### src/rtl/io_pkg.sv
// rtl/io_pkg.sv - register offsets and bit indices for the io_port_ctrl window
package io_pkg;

    // Register offsets from BASE
    localparam logic [1:0] OFS_OUT    = 2'd0;
    localparam logic [1:0] OFS_STATUS = 2'd1;
    localparam logic [1:0] OFS_IN     = 2'd2;
    localparam logic [1:0] OFS_CTRL   = 2'd3;

    // STATUS bit indices; FIFO count occupies [ST_COUNT_W-1:0]
    localparam int ST_OVERFLOW = 15;
    localparam int ST_IN_LOST  = 14;
    localparam int ST_IN_VALID = 13;
    localparam int ST_FULL     = 12;
    localparam int ST_EMPTY    = 11;
    localparam int ST_COUNT_W  = 8;

    // CTRL bit indices
    localparam int CTRL_FLUSH     = 0;
    localparam int CTRL_CLR_FLAGS = 1;

endpackage

### src/rtl/io_port_ctrl_if.sv
// rtl/io_port_ctrl_if.sv - CPU bus, output stream and input capture signals of io_port_ctrl
interface io_port_ctrl_if #(
    parameter int DW = 16,
    parameter int AW = 16
);
    logic [AW-1:0] addr;
    logic [DW-1:0] wdata;
    logic          we;
    logic          re;
    logic [DW-1:0] rdata;
    logic          hit;
    logic [DW-1:0] out_data;
    logic          out_valid;
    logic          out_ready;
    logic [DW-1:0] in_data;
    logic          in_strobe;

    // CPU / external device side
    modport master (
        output addr, wdata, we, re, out_ready, in_data, in_strobe,
        input  rdata, hit, out_data, out_valid
    );

    // Controller side
    modport slave (
        input  addr, wdata, we, re, out_ready, in_data, in_strobe,
        output rdata, hit, out_data, out_valid
    );
endinterface

### src/rtl/sync_fifo.sv
// rtl/sync_fifo.sv - single-clock FIFO with flush; push accepted on full when a pop coincides
module sync_fifo #(
    parameter int DW    = 16,
    parameter int DEPTH = 8,
    localparam int PW   = $clog2(DEPTH)
) (
    input  logic          clk,
    input  logic          reset,
    input  logic          i_flush,
    input  logic          i_push,
    input  logic [DW-1:0] i_push_data,
    input  logic          i_pop,
    output logic [DW-1:0] o_head_data,
    output logic          o_full,
    output logic          o_empty,
    output logic [PW:0]   o_count,
    output logic          o_push_ok
);

    localparam logic [PW:0] FULL_CNT = (PW+1)'(DEPTH);
    localparam logic [PW:0] ONE_CNT  = (PW+1)'(1);
    localparam logic [PW-1:0] ONE_PTR = PW'(1);

    logic [DW-1:0] r_mem [DEPTH];
    logic [PW-1:0] r_wr_ptr;
    logic [PW-1:0] r_rd_ptr;
    logic [PW:0]   r_count;

    logic w_pop;
    logic w_push_ok;

    assign o_full      = (r_count == FULL_CNT);
    assign o_empty     = (r_count == '0);
    assign w_pop       = i_pop && !o_empty;
    assign w_push_ok   = i_push && (!o_full || w_pop);
    assign o_push_ok   = w_push_ok;
    assign o_count     = r_count;
    // Head reads as zero when empty so stale storage never leaks out after reset/flush
    assign o_head_data = o_empty ? '0 : r_mem[r_rd_ptr];

    // Storage write; contents need no reset because the head is masked while empty
    always_ff @(posedge clk) begin
        if (w_push_ok && !i_flush) begin
            r_mem[r_wr_ptr] <= i_push_data;
        end
    end

    // Pointer and count update; flush overrides any same-cycle push or pop
    always_ff @(posedge clk or posedge reset) begin
        if (reset) begin
            r_wr_ptr <= '0;
            r_rd_ptr <= '0;
            r_count  <= '0;
        end else if (i_flush) begin
            r_wr_ptr <= '0;
            r_rd_ptr <= '0;
            r_count  <= '0;
        end else begin
            if (w_push_ok) begin
                r_wr_ptr <= r_wr_ptr + ONE_PTR;
            end
            if (w_pop) begin
                r_rd_ptr <= r_rd_ptr + ONE_PTR;
            end
            if (w_push_ok && !w_pop) begin
                r_count <= r_count + ONE_CNT;
            end else if (w_pop && !w_push_ok) begin
                r_count <= r_count - ONE_CNT;
            end
        end
    end

endmodule

### src/rtl/io_port_ctrl.sv
// rtl/io_port_ctrl.sv - memory-mapped I/O window: output FIFO, input holding register, status; option IO_PORT_OVERFLOW_EN
module io_port_ctrl
    import io_pkg::*;
#(
    parameter int            DW    = 16,
    parameter int            AW    = 16,
    parameter logic [AW-1:0] BASE  = 16'hFF00,
    parameter int            DEPTH = 8,
    localparam int           PW    = $clog2(DEPTH)
) (
    input  logic          clk,
    input  logic          reset,
    io_port_ctrl_if.slave bus
);

    logic [1:0]    w_ofs;
    logic          w_hit;
    logic          w_wr_out;
    logic          w_wr_ctrl;
    logic          w_rd_in;
    logic          w_flush;
    logic          w_clr_flags;
    logic          w_full;
    logic          w_empty;
    logic [PW:0]   w_count;
    logic          w_push_ok;
    logic          w_ovf_evt;
    logic          w_overflow;
    logic [DW-1:0] w_status;
    logic [DW-1:0] w_rdata;

    logic [DW-1:0] r_hold;
    logic          r_in_valid;
    logic          r_in_lost;

    assign w_ofs       = bus.addr[1:0];
    assign w_hit       = (bus.addr[AW-1:2] == BASE[AW-1:2]);
    assign w_wr_out    = bus.we && w_hit && (w_ofs == OFS_OUT);
    assign w_wr_ctrl   = bus.we && w_hit && (w_ofs == OFS_CTRL);
    assign w_rd_in     = bus.re && w_hit && (w_ofs == OFS_IN);
    assign w_flush     = w_wr_ctrl && bus.wdata[CTRL_FLUSH];
    assign w_clr_flags = w_wr_ctrl && bus.wdata[CTRL_CLR_FLAGS];
    assign w_ovf_evt   = w_wr_out && !w_push_ok;

    sync_fifo #(
        .DW    (DW),
        .DEPTH (DEPTH)
    ) u_fifo (
        .clk         (clk),
        .reset       (reset),
        .i_flush     (w_flush),
        .i_push      (w_wr_out),
        .i_push_data (bus.wdata),
        .i_pop       (bus.out_ready),
        .o_head_data (bus.out_data),
        .o_full      (w_full),
        .o_empty     (w_empty),
        .o_count     (w_count),
        .o_push_ok   (w_push_ok)
    );

    assign bus.out_valid = !w_empty;
    assign bus.hit       = w_hit;
    assign bus.rdata     = w_rdata;

`ifdef IO_PORT_OVERFLOW_EN
    logic r_overflow;

    // Sticky overflow on a rejected push; a new event beats a same-cycle clear
    always_ff @(posedge clk or posedge reset) begin
        if (reset) begin
            r_overflow <= 1'b0;
        end else if (w_ovf_evt) begin
            r_overflow <= 1'b1;
        end else if (w_clr_flags) begin
            r_overflow <= 1'b0;
        end
    end

    assign w_overflow = r_overflow;
`else
    logic w_unused_ovf;

    assign w_unused_ovf = w_ovf_evt;
    assign w_overflow   = 1'b0;
`endif

    // Input capture; a strobe always loads, an IN read alone consumes the word
    always_ff @(posedge clk or posedge reset) begin
        if (reset) begin
            r_hold     <= '0;
            r_in_valid <= 1'b0;
        end else if (bus.in_strobe) begin
            r_hold     <= bus.in_data;
            r_in_valid <= 1'b1;
        end else if (w_rd_in) begin
            r_in_valid <= 1'b0;
        end
    end

    // Sticky in_lost when an unread word is overwritten; set beats a same-cycle clear
    always_ff @(posedge clk or posedge reset) begin
        if (reset) begin
            r_in_lost <= 1'b0;
        end else if (bus.in_strobe && r_in_valid && !w_rd_in) begin
            r_in_lost <= 1'b1;
        end else if (w_clr_flags) begin
            r_in_lost <= 1'b0;
        end
    end

    // STATUS word assembled from registered state
    always_comb begin
        w_status                   = '0;
        w_status[ST_OVERFLOW]      = w_overflow;
        w_status[ST_IN_LOST]       = r_in_lost;
        w_status[ST_IN_VALID]      = r_in_valid;
        w_status[ST_FULL]          = w_full;
        w_status[ST_EMPTY]         = w_empty;
        w_status[ST_COUNT_W-1:0]   = ST_COUNT_W'(w_count);
    end

    // Combinational read mux so a load completes in the same cycle
    always_comb begin
        w_rdata = '0;
        if (bus.re && w_hit) begin
            case (w_ofs)
                OFS_STATUS: w_rdata = w_status;
                OFS_IN:     w_rdata = r_hold;
                default:    w_rdata = '0;
            endcase
        end
    end

endmodule

### src/flat_wrapper.sv
// flat-port wrapper written by rule: the top's interface ports become plain ports
module io_port_ctrl_flat import io_pkg::*;
#(
    parameter int            DW    = 16,
    parameter int            AW    = 16,
    parameter logic [AW-1:0] BASE  = 16'hFF00,
    parameter int            DEPTH = 8,
    localparam int           PW    = $clog2(DEPTH)
)
  (clk, reset, bus_addr, bus_wdata, bus_we, bus_re, bus_out_ready, bus_in_data, bus_in_strobe, bus_rdata, bus_hit, bus_out_data, bus_out_valid);
  io_port_ctrl_if #(.DW(DW), .AW(AW)) bus_i ();
  input  logic clk;
  input  logic reset;
  input wire logic [$bits(bus_i.addr)-1:0] bus_addr;
  input wire logic [$bits(bus_i.wdata)-1:0] bus_wdata;
  input wire logic [$bits(bus_i.we)-1:0] bus_we;
  input wire logic [$bits(bus_i.re)-1:0] bus_re;
  input wire logic [$bits(bus_i.out_ready)-1:0] bus_out_ready;
  input wire logic [$bits(bus_i.in_data)-1:0] bus_in_data;
  input wire logic [$bits(bus_i.in_strobe)-1:0] bus_in_strobe;
  output wire logic [$bits(bus_i.rdata)-1:0] bus_rdata;
  output wire logic [$bits(bus_i.hit)-1:0] bus_hit;
  output wire logic [$bits(bus_i.out_data)-1:0] bus_out_data;
  output wire logic [$bits(bus_i.out_valid)-1:0] bus_out_valid;
  assign bus_i.addr = bus_addr;
  assign bus_i.wdata = bus_wdata;
  assign bus_i.we = bus_we;
  assign bus_i.re = bus_re;
  assign bus_i.out_ready = bus_out_ready;
  assign bus_i.in_data = bus_in_data;
  assign bus_i.in_strobe = bus_in_strobe;
  assign bus_rdata = bus_i.rdata;
  assign bus_hit = bus_i.hit;
  assign bus_out_data = bus_i.out_data;
  assign bus_out_valid = bus_i.out_valid;
  io_port_ctrl #(.DW(DW), .AW(AW), .BASE(BASE), .DEPTH(DEPTH)) u_core (.clk(clk), .reset(reset), .bus(bus_i));
endmodule
### config.mk
export PLATFORM = sky130hd
export DESIGN_NAME = io_port_ctrl_flat
export DESIGN_NICKNAME = d
export VERILOG_FILES = /design/src/rtl/io_pkg.sv /design/src/rtl/io_port_ctrl_if.sv /design/src/rtl/sync_fifo.sv /design/src/rtl/io_port_ctrl.sv /design/src/flat_wrapper.sv
export SDC_FILE = /design/constraint.sdc
export NUM_CORES = 1
export LEC_CHECK = 0
export ABC_AREA = 1
export BUFFER_PORTS_ARGS = -buffer_cell sky130_fd_sc_hd__buf_2
export CELL_PAD_IN_SITES_DETAIL_PLACEMENT = 1
export CELL_PAD_IN_SITES_GLOBAL_PLACEMENT = 1
export CORE_AREA = 3 3 194 101
export CTS_BUF_LIST = sky130_fd_sc_hd__clkbuf_4 sky130_fd_sc_hd__clkbuf_8
export CTS_CLUSTER_DIAMETER = 120
export CTS_CLUSTER_SIZE = 10
export DETAILED_ROUTE_END_ITERATION = 10
export DIE_AREA = 0 0 197 104
export MAX_ROUTING_LAYER = met4
export PLACE_DENSITY = 0.69
export SLEW_MARGIN = 20
export SYNTH_ARGS = -nofsm -noshare
export SYNTH_HDL_FRONTEND = slang
export SYNTH_HIERARCHICAL = 1
export SYNTH_SLANG_ARGS = --single-unit
export TNS_END_PERCENT = 30
### constraint.sdc
create_clock -name clk -period 5.2 [get_ports clk]
set_input_delay 1.04 -clock clk [delete_from_list [all_inputs] [get_ports clk]]
set_output_delay 1.04 -clock clk [all_outputs]
set_load 0.01 [all_outputs]
==> Word-level counts from Yosys, hierarchy flattened <==
Memories as Yosys holds them, arrays and structs flattened.
Index checks and enable logic that the tools add are counted.
{ "word_totals": {"reg_bits": 28, "latch_bits": 0, "ram_bits": 128, "rom_bits": 0, "input_bits": 54, "output_inout_bits": 34, "elab_cells": 60, "memories": 1} }
{ "mem_list": {"columns": ["memory", "words", "width", "read_ports", "rd_ports_with_merged_regs", "write_ports", "line", "text"], "rows": [
  ["u_core.u_fifo.r_mem", 8, 16, 1, 0, 1, "sync_fifo.sv:24", "logic [DW-1:0] r_mem [DEPTH];"]
]} }
{ "classes": {"add_sub_neg": 4, "n_mul": 0, "div": 0, "order_cmp": 0, "eq_ne": 5, "shifts": 0, "muxes": 16, "bitwise_logic": 0, "n_reduce_logical": 28} }
{ "ops": {"columns": ["cell", "count"], "rows": [
  ["$mux 16", 2],
  ["$pmux 16 s2", 1],
  ["$eq 14x14->1 const B", 1],
  ["$logic_and 1x1->1", 14],
  ["$mux 3", 4],
  ["$mux 4", 3],
  ["$reduce_bool 2->1", 4],
  ["$add 3x1->3 const B", 2],
  ["$logic_not 1->1", 6],
  ["$mux 1", 6],
  ["$add 4x1->4 const B", 1],
  ["$eq 2x2->1 const B", 2],
  ["$eq 4x4->1 const B", 1],
  ["$logic_not 4->1", 1],
  ["$sub 4x1->4 const B", 1],
  ["$reduce_bool 3->1", 1],
  ["$eq 2x1->1 const B", 1],
  ["$logic_not 2->1", 1],
  ["$logic_or 1x1->1", 1]
]} }

==> Logic depth before layout (Yosys ltp) <==
Gate-level depths: netlist (run 1).
{ "depth": {"ltp_word": 10, "depth_mapped": 15, "depth_no_buf": 15} }

==> By module <==
Netlist (run 1), hierarchy kept.
{ "modules_own_cells": {"columns": ["module", "n_inst", "cells_each", "area_per_inst_um2", "seq_area_each_um2"], "rows": [
  ["sync_fifo", 1, 477, 5776.8, 4093.9],
  ["io_port_ctrl", 1, 144, 1074.8, 450.4]
]} }

==> Worst setup path before layout (run 1) <==
Ideal clock, no wire load.
{ "synth_timing": {"path_kind": "input-to-reg", "start": "input port bus_addr[7]", "end": "memory u_core.u_fifo.r_mem[1][0], enable pin", "setup_ns": 0.388, "arrival_ns": 2.784, "required_time_ns": 4.812, "slack_ns": 2.028, "stages": 8, "path_buffers": 0, "cell_sequence": "nor2_2 -> nand3_2 -> nor2_4 -> and3_2 -> nand2_4 -> nor2_4 -> nand2_1 -> nor2_1"} }
{ "synth_via": {"word_cells_on_any_way": 10, "cone_classes": "1 x eq/ne; 2 x mux; 7 x reduce/logical"} }
{ "synth_lines": {"columns": ["element", "line", "text"], "rows": [
  ["start: declaration", "flat_wrapper.sv:14", "input wire logic [$bits(bus_i.addr)-1:0] bus_addr;"],
  ["$eq 14x14->1", "io_port_ctrl.sv:37", "assign w_hit = (bus.addr[AW-1:2] == BASE[AW-1:2]);"],
  ["via bus_hit", "flat_wrapper.sv:22", "output wire logic [$bits(bus_i.hit)-1:0] bus_hit;"],
  ["$logic_and 1x1->1 (2 in a row)", "io_port_ctrl.sv:38", "assign w_wr_out = bus.we && w_hit && (w_ofs == OFS_OUT);"],
  ["via u_core.w_wr_out", "io_port_ctrl.sv:18", "logic w_wr_out;"],
  ["$logic_and 1x1->1", "sync_fifo.sv:35", "assign w_push_ok = i_push && (!o_full || w_pop);"],
  ["$logic_and 1x1->1", "sync_fifo.sv:43", "if (w_push_ok && !i_flush) begin"],
  ["$mux 1", "sync_fifo.sv:43", null],
  ["$mux 1 (not written as such)", "sync_fifo.sv:44", "r_mem[r_wr_ptr] <= i_push_data;"],
  ["end: declaration", "sync_fifo.sv:24", null]
]} }
The timed path passes the listed nets, and every way through them passes these cells.

==> Final worst setup path (run 1) <==
{ "layout_timing": {"start": "register u_core.u_fifo.r_rd_ptr[0]", "end": "output port bus_out_data[0]"} }
{ "layout_via": {"elab_chain_cells": 2} }
{ "layout_lines": {"columns": ["element", "line", "text"], "rows": [
  ["start: declaration", "sync_fifo.sv:26", "logic [PW-1:0] r_rd_ptr;"],
  ["start signal: assignment", "sync_fifo.sv:63", "r_rd_ptr <= r_rd_ptr + ONE_PTR;"],
  ["$mem_v2 8x16", null, null],
  ["$mux 16", "sync_fifo.sv:39", "assign o_head_data = o_empty ? '0 : r_mem[r_rd_ptr];"],
  ["end: declaration", "flat_wrapper.sv:23", "output wire logic [$bits(bus_i.out_data)-1:0] bus_out_data;"]
]} }
No other way between the ends.

==> run summary, run 1 <==
Synthesized area: 0.00685 sq mm
Syn Inst Count: 621
Slew Viols, Final: 0
Worst setup EP type: primary output
DPL Wire Length: 11.0 mm
Clock Skew: 0.0101 ns
Vias per cell: 4.98
Worst min path class: reg -> reg
Residual DRC count: 0
Post-CTS sizing: 0
P_leak: 3.10 nW
Worst slew margin: 40.3%
Yosys top cell by area: edfxtp_1
RePlAce Congestion: 0.779
Slowest stage cell, crit path: clkinv_1
RSZ-0062 raised after global routing: false
Crit start category: flop
PnR worst setup slack: 1.47 ns
H-tree depth: 4
Layout cells sized above 1: 22.6%
Maximum VDD drop: 181 uV
Cell Rows: 35
Worst R2R Setup Slack: 2.97 ns
Pwr Density: 454 mW/mm^2
Levels on crit path: 7
Initial core utilization: 37.8%
Worst r2r path cells: 8
Status: finished, final reports clean
Initial detailed-routing violation count: 252
Highest clock rate: 268 MHz
Root Buffer: clkbuf_8
Commonest cells in the synthesized netlist: 136 x nor2_1, 128 x edfxtp_1, 105 x nand2_1, 61 x o21ai_0, 29 x inv_1
Post-CTS setup repair buffer count: 0
Sum Neg Setup Slack: 0 ns
Clk sink count: 156
Worst-skew pair later-pin latency: 0.44 ns
Top post-synthesis cells by area: edfxtp_1 56%, dfrtp_1 10%, nor2_1 7.5%
Async set or reset register ratio after synthesis: 17.9%
Vias in the first global route: 5061
Max_cap viols: 0
Initial antenna violation count: 3
Yosys reg bits: 156
Slew of the pin with the lowest slew margin: 0.895 ns
Place WS: 1.79 ns
Antenna viol nets, final: 0
Share of Yosys cell area claimed by the top area cell type: 56.1%
Setup-failing EPs final: 0
Layout Utilization: 43.7%
CTS Buffer Depth: 2
First-pass GRT wire length: 27.4 mm
Unique masters post-synth: 36
R2r endpoint: u_core/u_fifo/r_mem[6][15]$_DFFE_PP_
Die area: 0.0205 sq mm
Post-Route WL: 17.1 mm
Reg clk slew, reported paths: 0.09 ns
EDFF count, synth: 128
Crit Path Class: reg -> out
Cts hold-fix bufs: 0
TritonCTS clock tree: yes
Crit-path max FO: 38
CP startpoint: u_core/u_fifo/r_rd_ptr[0]$_DFFE_PP0P_
Period utilisation layout: 71.6%
WP buf/inv: 3
Worst Path Required: 4.16 ns
Most numerous cell in the Yosys netlist: nor2_1
Critical path's largest stage delay: 0.61 ns
Die width: 197 microns
Remaining global-route overflow: 0
Final hold slack: 0.469 ns
RR Startpoint: u_core/u_fifo/o_count[3]$_DFFE_PP0P_
PnR Total Power: 3.60 mW
Final hold vios: 0
Gr usage total: 17.7%
CP arrival: 2.69 ns
Final-stage net count: 772
Crit path max-delay family: buffers and inverters
IO buf count: 87
Synthesis Warnings: 6
Syn Nets: 684
Synthesized area per cell: 11.0 sq um
Largest net degree at the start of global routing: 66
Detailed Routing Iterations Pass 1: 6
Fin crit period: 3.73 ns
Critical path cell sequence: clkinv_1 > buf_4 > o21ai_0 > o22ai_1 > nor2_1 > nor2_1 > buf_2
Critical Path End: bus_out_data[0]
Die Span Y: 104 microns
P&R area growth vs syn: 15.6%
Synth Flop Type: edfxtp_1
# IOs: 88
Total number of vias: 4808
Post-synthesis sequential area ratio: 66.3%
Critical path's most frequent cell: nor2_1
Core area: 0.0181 sq mm
Drt wl/cell: 17.7 microns
CTS Buf Count: 17
power breakdown:
group	total [mW]	internal, mW	switching, mW	leakage [nW]
combinational	1.23	0.416	0.816	1.44
clock	0.906	0.396	0.509	0.189
sequential	1.46	1.39	0.0711	1.47
total	3.60	2.20	1.40	3.10
how the worst min path moves through the flow:
stage / startpoint / to / slack, ns / depth (start not counted)
2_1_floorplan: u_core/r_in_lost$_DFFE_PP0P_ / u_core/r_in_lost$_DFFE_PP0P_ / 0.44 / 2
3_3_place_gp: u_core/r_hold[14]$_DFFE_PP0P_ / u_core/r_hold[14]$_DFFE_PP0P_ / 0.46 / 2
3_5_place_dp: u_core/u_fifo/r_rd_ptr[2]$_DFFE_PP0P_ / u_core/u_fifo/r_rd_ptr[2]$_DFFE_PP0P_ / 0.46 / 1
4_1_cts: u_core/u_fifo/r_rd_ptr[2]$_DFFE_PP0P_ / u_core/u_fifo/r_rd_ptr[2]$_DFFE_PP0P_ / 0.47 / 1
5_1_grt: u_core/u_fifo/r_rd_ptr[2]$_DFFE_PP0P_ / u_core/u_fifo/r_rd_ptr[2]$_DFFE_PP0P_ / 0.50 / 1
6_report: u_core/u_fifo/r_rd_ptr[2]$_DFFE_PP0P_ / u_core/u_fifo/r_rd_ptr[2]$_DFFE_PP0P_ / 0.47 / 1
layout by cell type, fill, tap and decap left out, drive strengths merged:
cell / count
and3: 1
nand4: 2
buf: 99
clkinvlp: 3
nand3b: 1
nor3: 1
a21oi: 11
inv: 36
edfxtp: 128
o211ai: 16
clkinv: 8
xnor2: 1
clkbuf: 17
dfrtp: 28
o22ai: 16
nor2: 145
bufinv: 1
diode: 3
ha: 8
nand2: 111
fa: 1
o21ai: 77
nand3: 11
metal layers:
metal	routed length [microns]	GRT usage [%]	vias up
met2	7920	27.3	110
met4	121	4.27	0
met1	8300	23.8	2383
li1	-	-	2307
met3	721	4.21	8
met5	0	-	-
stage by stage:
stage                     area, sq um  cells
after floorplan                  6850    621
after global placement           7510    930
after detailed placement         7510    930
after CTS                        7910    962
after global routing             7920    965
final                            7920    965
worst reg2reg max path: cells and delay by family (launching register included):
kind                   cells  cell delay (ns)
flip-flops                 1             0.44
AND/OR/NAND/NOR            6             1.03
buffers and inverters      2             0.44
final cells by class:
type | count | area (sq um)
inverters | 33 | 126
multi-input cells | 402 | 2020
clock inverters | 15 | 161
fillers | 2022 | 10200
well taps | 240 | 300
diodes | 3 | 7.51
flip-flops and latches | 156 | 4550
repair buffers | 99 | 526
clock buffers | 17 | 234
state kept, by name (all words and copies together), names as in the netlist:
register,count
u_core/r_hold,16
u_core/r_in_lost,1
u_core/r_in_valid,1
u_core/u_fifo/o_count,4
u_core/u_fifo/r_mem,128
u_core/u_fifo/r_rd_ptr,3
u_core/u_fifo/r_wr_ptr,3
logic make-up after synthesis:
| family | synth area share, % |
|---|---|
| fa+ha+maj | 1.75 |
| flops | 66.3 |
| simple gates | 17.3 |
| buf+inv | 4.24 |
| xor+xnor | 0.128 |
| compound gates | 10.2 |
Power figures use the tool's default switching activity.
==> inputs of run 2 (changes only) <==
--- a/config.mk
+++ b/config.mk
@@ -16,7 +16,7 @@
 export DETAILED_ROUTE_END_ITERATION = 10
 export DIE_AREA = 0 0 197 104
 export MAX_ROUTING_LAYER = met4
-export PLACE_DENSITY = 0.69
+export PLACE_DENSITY = 0.71
 export SLEW_MARGIN = 20
 export SYNTH_ARGS = -nofsm -noshare
 export SYNTH_HDL_FRONTEND = slang
==> constraint.sdc (replaced) <==
create_clock -name clk -period 3.2 [get_ports clk]
set_input_delay 0.64 -clock clk [delete_from_list [all_inputs] [get_ports clk]]
set_output_delay 0.64 -clock clk [all_outputs]
set_load 0.01 [all_outputs]
==> run 2 against run 1 <==
Sequential cell count is the same; global-route usage fell by 0.87 points; hold slack got worse by 0.28 ns; non-clock buffer count is 2 higher; first-iteration DRC count is 5.2% higher; sequential power rose by 62%; clock skew is 0.0082 ns higher; setup slack got worse by 1.2 ns; largest power group unchanged; combinational power is 65% higher; critical path depth down 1.
==> run summary, run 2 (synthesis gave the netlist of run 1 again) <==
Status: finished, final reports clean
Pwr Density: 745 mW/mm^2 (+64%)
Core area: 0.0181 sq mm (unchanged)
Maximum VDD drop: 362 uV (+100%)
Fillers: 2033 (+0.54%)
Gr usage total: 16.8% (-0.87 points)
Slew Viols, Final: 0 (unchanged)
Storage cell area: 0.00455 sq mm (unchanged)
Sw Pwr: 2.31 mW (+65%)
Total number of vias: 4775 (-0.69%)
Setup-failing EPs final: 0 (unchanged)
Drt wl/cell: 16.7 microns (-5.6%)
Most frequent cells in the layout: 136 x nor2_1, 128 x edfxtp_1, 105 x nand2_1, 87 x buf_2, 61 x o21ai_0
H-tree depth: 4 (unchanged)
Die area: 0.0205 sq mm (unchanged)
Critical path's most frequent cell: nor2_1
CTS Buffer Depth: 2 (unchanged)
Worst Path Required: 2.56 ns (-1.60 ns)
DPL Wire Length: 10.4 mm (-5.5%)
Vias per cell: 4.95 (-0.58%)
TritonCTS clock tree: yes
Initial detailed-routing violation count: 265 (+5.2%)
# IOs: 88 (unchanged)
Worst R2R Setup Slack: 0.94 ns (-2.03 ns)
P&R area growth vs syn: 16.2%
Initial antenna violation count: 0 (-3)
RePlAce Congestion: 0.792 (+1.7%)
Cell Rows: 35 (unchanged)
Antenna viol nets, final: 0 (unchanged)
Combinational share of power: 34.3% (about the same)
Antenna Cells: 0 (-3)
Sum Neg Setup Slack: 0 ns (unchanged)
Post-CTS setup repair buffer count: 0 (unchanged)
Die Span Y: 104 microns (unchanged)
Layout cells sized above 1: 23.1% (+0.49 points)
Final-stage net count: 774 (+0.26%)
WP buf/inv: 2 (-1)
Max FFs per register: 128 (unchanged)
RSZ-0062 raised after global routing: false
Reg power frac: 39.9% (-0.7 points)
Critical path's largest stage delay: 0.58 ns (-0.03 ns)
CP arrival: 2.30 ns (-0.39 ns)
Final Non-Filler Cells: 964 (-0.10%)
Period utilisation layout: 92.0%
Max_cap viols: 0 (unchanged)
Crit Path Class: reg -> out
First-pass GRT wire length: 26.2 mm (-4.5%)
Clock Power Share: 25.8% (+0.6 points)
Worst setup EP type: primary output
Multi-input logic area: 0.00202 sq mm (unchanged)
IO buf count: 87 (unchanged)
Highest clock rate: 340 MHz
Commonest non-fill, non-tap cell in the layout: nor2_1
Detailed Routing Iterations Pass 1: 4 (-2)
Crit start category: flop
Remaining global-route overflow: 0 (unchanged)
Final hold vios: 0 (unchanged)
Root Buffer: clkbuf_8
Switch share: 38.9% (+0.12 points)
Slew of the pin with the lowest slew margin: 0.710 ns (-0.185 ns)
Initial core utilization: 37.8% (unchanged)
CTS Buf Count: 17 (unchanged)
Residual DRC count: 0 (unchanged)
Clk sink count: 156 (unchanged)
P_leak: 3.13 nW (+0.95%)
Slowest stage cell, crit path: buf_4
Fin crit period: 2.94 ns
Critical path cell sequence: buf_4 > o21ai_0 > o22ai_1 > nor2_1 > nor2_1 > buf_2
Biggest register: u_core/u_fifo/r_mem
Worst-skew pair later-pin latency: 0.45 ns (about the same)
Reg clk slew, reported paths: 0.09 ns (about the same)
Die width: 197 microns (unchanged)
Largest net degree at the start of global routing: 66 (unchanged)
Clock Skew: 0.0183 ns (+0.00821 ns)
Post-CTS sizing: 0 (unchanged)
Crit path max-delay family: buffers and inverters
Inst Count DP: 932 (+0.22%)
P_int: 3.62 mW (+65%)
Worst slew margin: 52.7% (+12 points)
Vias in the first global route: 5145 (+1.7%)
Worst min path class: in -> async
Crit-path max FO: 65 (+71%)
Post-Route WL: 16.1 mm (-5.7%)
Cts hold-fix bufs: 0 (unchanged)
==> run 2: metal layers <==
layer | routed length (microns) | vias to the layer above | global-route usage (%)
li1 | - | 2305 | -
met3 | 640 | 30 | 3.50
met1 | 7470 | 2343 | 20.9
met4 | 323 | 0 | 7.16
met2 | 7660 | 97 | 26.9
met5 | 0 | - | -
==> run 2: per-stage QoR <==
step           hold slack [ns]  area, sq um  power [mW]  utilization (%)  worst slack, ns
2_1_floorplan            0.442         6850        3.81                -            0.428
3_3_place_gp             0.457         7530        4.37             41.5            0.613
3_5_place_dp             0.462         7530        4.46             41.5            0.458
4_1_cts                  0.179         7960        6.00             43.9            0.249
5_1_grt                  0.199         7960        6.33             43.9            0.140
6_report                 0.193         7960        5.93             43.9            0.255
==> run 2: final timing paths <==
check / start / endpoint / cells past startpoint
max in group asynchronous: reset / u_core/r_in_valid$_DFFE_PP0P_ / 2
setup / recovery: u_core/u_fifo/r_rd_ptr[0]$_DFFE_PP0P_ / bus_out_data[0] / 6
hold reg to reg: u_core/r_hold[11]$_DFFE_PP0P_ / u_core/r_hold[11]$_DFFE_PP0P_ / 2
min in group clk: bus_in_data[3] / u_core/r_hold[3]$_DFFE_PP0P_ / 3
hold / removal: reset / u_core/u_fifo/o_count[2]$_DFFE_PP0P_ / 2
setup reg to reg: u_core/u_fifo/o_count[0]$_DFFE_PP0P_ / u_core/u_fifo/o_count[3]$_DFFE_PP0P_ / 13
==> run 2: power groups by stage <==
| stage | Clock (mW) | Sequential, mW | Combinational, mW |
|---|---|---|---|
| 3_5_place_dp | 0 | 2.41 | 2.05 |
| 5_1_grt | 1.66 | 2.38 | 2.30 |
| 4_1_cts | 1.58 | 2.36 | 2.06 |
| 6_report | 1.53 | 2.37 | 2.03 |
| 3_3_place_gp | 0 | 2.41 | 1.96 |
| 2_1_floorplan | 0 | 2.35 | 1.45 |
==> run 2: cell type report <==
class	instances	share of cell area (%)
Clock buffer	17	2.94
Clock inverter	15	2.48
Inverter	33	1.59
Multi-Input combinational cell	402	25.3
Sequential cell	156	57.1
Tap cell	240	3.77
Timing Repair Buffer	101	6.79
==> inputs of run 3 (changes only) <==
--- a/config.mk
+++ b/config.mk
@@ -16,7 +16,8 @@
 export DETAILED_ROUTE_END_ITERATION = 10
 export DIE_AREA = 0 0 197 104
 export MAX_ROUTING_LAYER = met4
-export PLACE_DENSITY = 0.71
+export PLACE_DENSITY = 0.69
+export SETUP_SLACK_MARGIN = 0.1
 export SLEW_MARGIN = 20
 export SYNTH_ARGS = -nofsm -noshare
 export SYNTH_HDL_FRONTEND = slang
==> constraint.sdc (replaced) <==
create_clock -name clk -period 3.3 [get_ports clk]
set_input_delay 0.66 -clock clk [delete_from_list [all_inputs] [get_ports clk]]
set_output_delay 0.66 -clock clk [all_outputs]
set_load 0.01 [all_outputs]
==> run 3 against run 2 <==
Total power down 4.8%; wire length up 1.3%; sequential power down 4%; register-to-register slack better by 0.04 ns; die area unchanged; sequential share of layout area up 0.23 points; highest routed layer unchanged; hold slack better by 0.025 ns; setup slack better by 0.15 ns; critical path depth unchanged; sequential cell count unchanged; first-iteration DRC count down 20%; final area down 0.41%.
==> run summary, run 3 (synthesis gave the netlist of run 1 again) <==
Status: finished, final reports clean
Largest net degree at the start of global routing: 66 (unchanged)
Worst slew margin: 53.9% (+1.2 points)
Biggest register: u_core/u_fifo/r_mem
Place WS: 0.541 ns (+0.0837 ns)
R2r endpoint: u_core/u_fifo/o_count[3]$_DFFE_PP0P_
Reg clk slew, reported paths: 0.09 ns (about the same)
Residual DRC count: 0 (unchanged)
Antenna viol nets, final: 0 (unchanged)
Worst Path Required: 2.64 ns (+0.08 ns)
Worst-skew pair later-pin latency: 0.44 ns (about the same)
Highest clock rate: 345 MHz
Final Non-Filler Cells: 964 (unchanged)
P_int: 3.44 mW (-5.0%)
Critical Path End: bus_out_data[8]
Pwr Density: 712 mW/mm^2 (-4.4%)
Cell Rows: 35 (unchanged)
# IOs: 88 (unchanged)
First-pass GRT wire length: 26.8 mm (+2.5%)
TritonCTS clock tree: yes
Max_cap viols: 0 (unchanged)
Initial detailed-routing violation count: 212 (-20%)
CP arrival: 2.24 ns (-0.06 ns)
P_leak: 3.12 nW (-0.53%)
Antenna Cells: 0 (unchanged)
CTS Buf Count: 17 (unchanged)
Reg power frac: 40.4% (+0.5 points)
Slew Viols, Final: 0 (unchanged)
Remaining global-route overflow: 0 (unchanged)
Cts hold-fix bufs: 0 (unchanged)
Final hold vios: 0 (unchanged)
RePlAce Congestion: 0.769 (-2.9%)
Sw Pwr: 2.21 mW (-4.5%)
Switch share: 39.1% (+0.11 points)
Crit Path Class: reg -> out
Layout Utilization: 43.7% (-0.18 points)
Final-stage net count: 774 (unchanged)
Die area: 0.0205 sq mm (unchanged)
Vias in the first global route: 5204 (+1.1%)
Crit start category: flop
DPL Wire Length: 10.5 mm (+0.75%)
Fillers: 2070 (+1.8%)
Initial core utilization: 37.8% (unchanged)
Combinational share of power: 35.1% (+0.8 points)
Setup-failing EPs final: 0 (unchanged)
Clock Skew: 0.0167 ns (-0.00153 ns)
IO buf count: 87 (unchanged)
Gr usage total: 17.0% (+0.23 points)
Crit-path max FO: 18 (-72%)
Sum Neg Setup Slack: 0 ns (unchanged)
Vias per cell: 4.96 (about the same)
Root Buffer: clkbuf_8
RR Startpoint: u_core/u_fifo/o_count[0]$_DFFE_PP0P_
Post-Route WL: 16.3 mm (+1.3%)
Post-CTS sizing: 0 (unchanged)
Worst R2R Setup Slack: 0.98 ns (+0.04 ns)
P&R area growth vs syn: 15.7%
Layout cells sized above 1: 22.9% (-0.14 points)
CP startpoint: u_core/u_fifo/r_rd_ptr[1]$_DFFE_PP0P_
H-tree depth: 4 (unchanged)
Worst r2r path cells: 13 (unchanged)
Post-CTS setup repair buffer count: 0 (unchanged)
Fin crit period: 2.90 ns
Inst Count DP: 932 (unchanged)
Slew of the pin with the lowest slew margin: 0.691 ns (-0.0194 ns)
Die width: 197 microns (unchanged)
Die Span Y: 104 microns (unchanged)
Drt wl/cell: 16.9 microns (+1.3%)
PnR worst setup slack: 0.404 ns (+0.149 ns)
Clk sink count: 156 (unchanged)
Maximum VDD drop: 284 uV (-21%)
Period utilisation layout: 87.7%
Clock Power Share: 24.4% (-1.4 points)
Initial antenna violation count: 0 (unchanged)
Worst min path class: in -> async
Worst setup EP type: primary output
CTS Buffer Depth: 2 (unchanged)
Total number of vias: 4778 (+0.063%)
Most frequent cells in the layout: 136 x nor2_1, 128 x edfxtp_1, 105 x nand2_1, 87 x buf_2, 61 x o21ai_0
PnR Total Power: 5.65 mW (-4.8%)
Max FFs per register: 128 (unchanged)
Core area: 0.0181 sq mm (unchanged)
Detailed Routing Iterations Pass 1: 4 (unchanged)
Commonest non-fill, non-tap cell in the layout: nor2_1
RSZ-0062 raised after global routing: false
[run 3: changes by cell type in the layout (fill, tap and decap cells not counted), sizes merged]
cell      previous run  this run
bufinv               1         0
clkinv               7         6
clkinvlp             2         3
inv                 38        39
[run 3: area by class of cell]
class,count,area (sq um),share of cell area [%]
Clock buffer,17,234,2.95
Clock inverter,15,153,1.93
Inverter,33,126,1.59
Multi-Input combinational cell,402,2020,25.4
Sequential cell,156,4550,57.3
Tap cell,240,300,3.79
Timing Repair Buffer,101,553,6.97
[run 3: how the worst min path moves through the flow]
| stage | slack [ns] | end | cells past startpoint | start |
|---|---|---|---|---|
| 6_report | 0.22 | u_core/u_fifo/o_count[0]$_DFFE_PP0P_ | 2 | reset |
| 4_1_cts | 0.21 | u_core/u_fifo/o_count[2]$_DFFE_PP0P_ | 2 | reset |
| 2_1_floorplan | 0.44 | u_core/r_in_lost$_DFFE_PP0P_ | 2 | u_core/r_in_lost$_DFFE_PP0P_ |
| 3_3_place_gp | 0.45 | u_core/u_fifo/r_rd_ptr[2]$_DFFE_PP0P_ | 1 | u_core/u_fifo/r_rd_ptr[2]$_DFFE_PP0P_ |
| 3_5_place_dp | 0.46 | u_core/r_hold[14]$_DFFE_PP0P_ | 2 | u_core/r_hold[14]$_DFFE_PP0P_ |
| 5_1_grt | 0.22 | u_core/u_fifo/o_count[2]$_DFFE_PP0P_ | 2 | reset |
[run 3: power by group through the flow]
stage | clock [mW] | combinational [mW] | sequential [mW]
after floorplan | 0 | 1.41 | 2.28
after global routing | 1.50 | 2.27 | 2.29
after CTS | 1.42 | 2.02 | 2.28
after global placement | 0 | 1.95 | 2.32
after detailed placement | 0 | 2.01 | 2.33
final | 1.38 | 1.98 | 2.28
[run 3: through the flow]
stage	cell area (sq um)	hold WS, ns
6_report	7930	0.218
4_1_cts	7930	0.206
5_1_grt	7930	0.220
3_3_place_gp	7540	0.450
2_1_floorplan	6850	0.442
3_5_place_dp	7540	0.461
[run 3: worst max-delay path: stages (launching register included)]
cell     delay, ns
dfrtp_1       0.74
buf_4         0.34
o21ai_0       0.12
o22ai_1       0.27
nor2_1        0.07
nor2_1        0.12
buf_2         0.14
[run 3: layer usage]
layer	up-vias	share of wire [%]	global-route usage, %
met2	98	47	27.6
met1	2359	47	21.8
met4	0	1.2	4.62
met3	17	4.9	3.75
met5	-	0	-
li1	2304	-	-
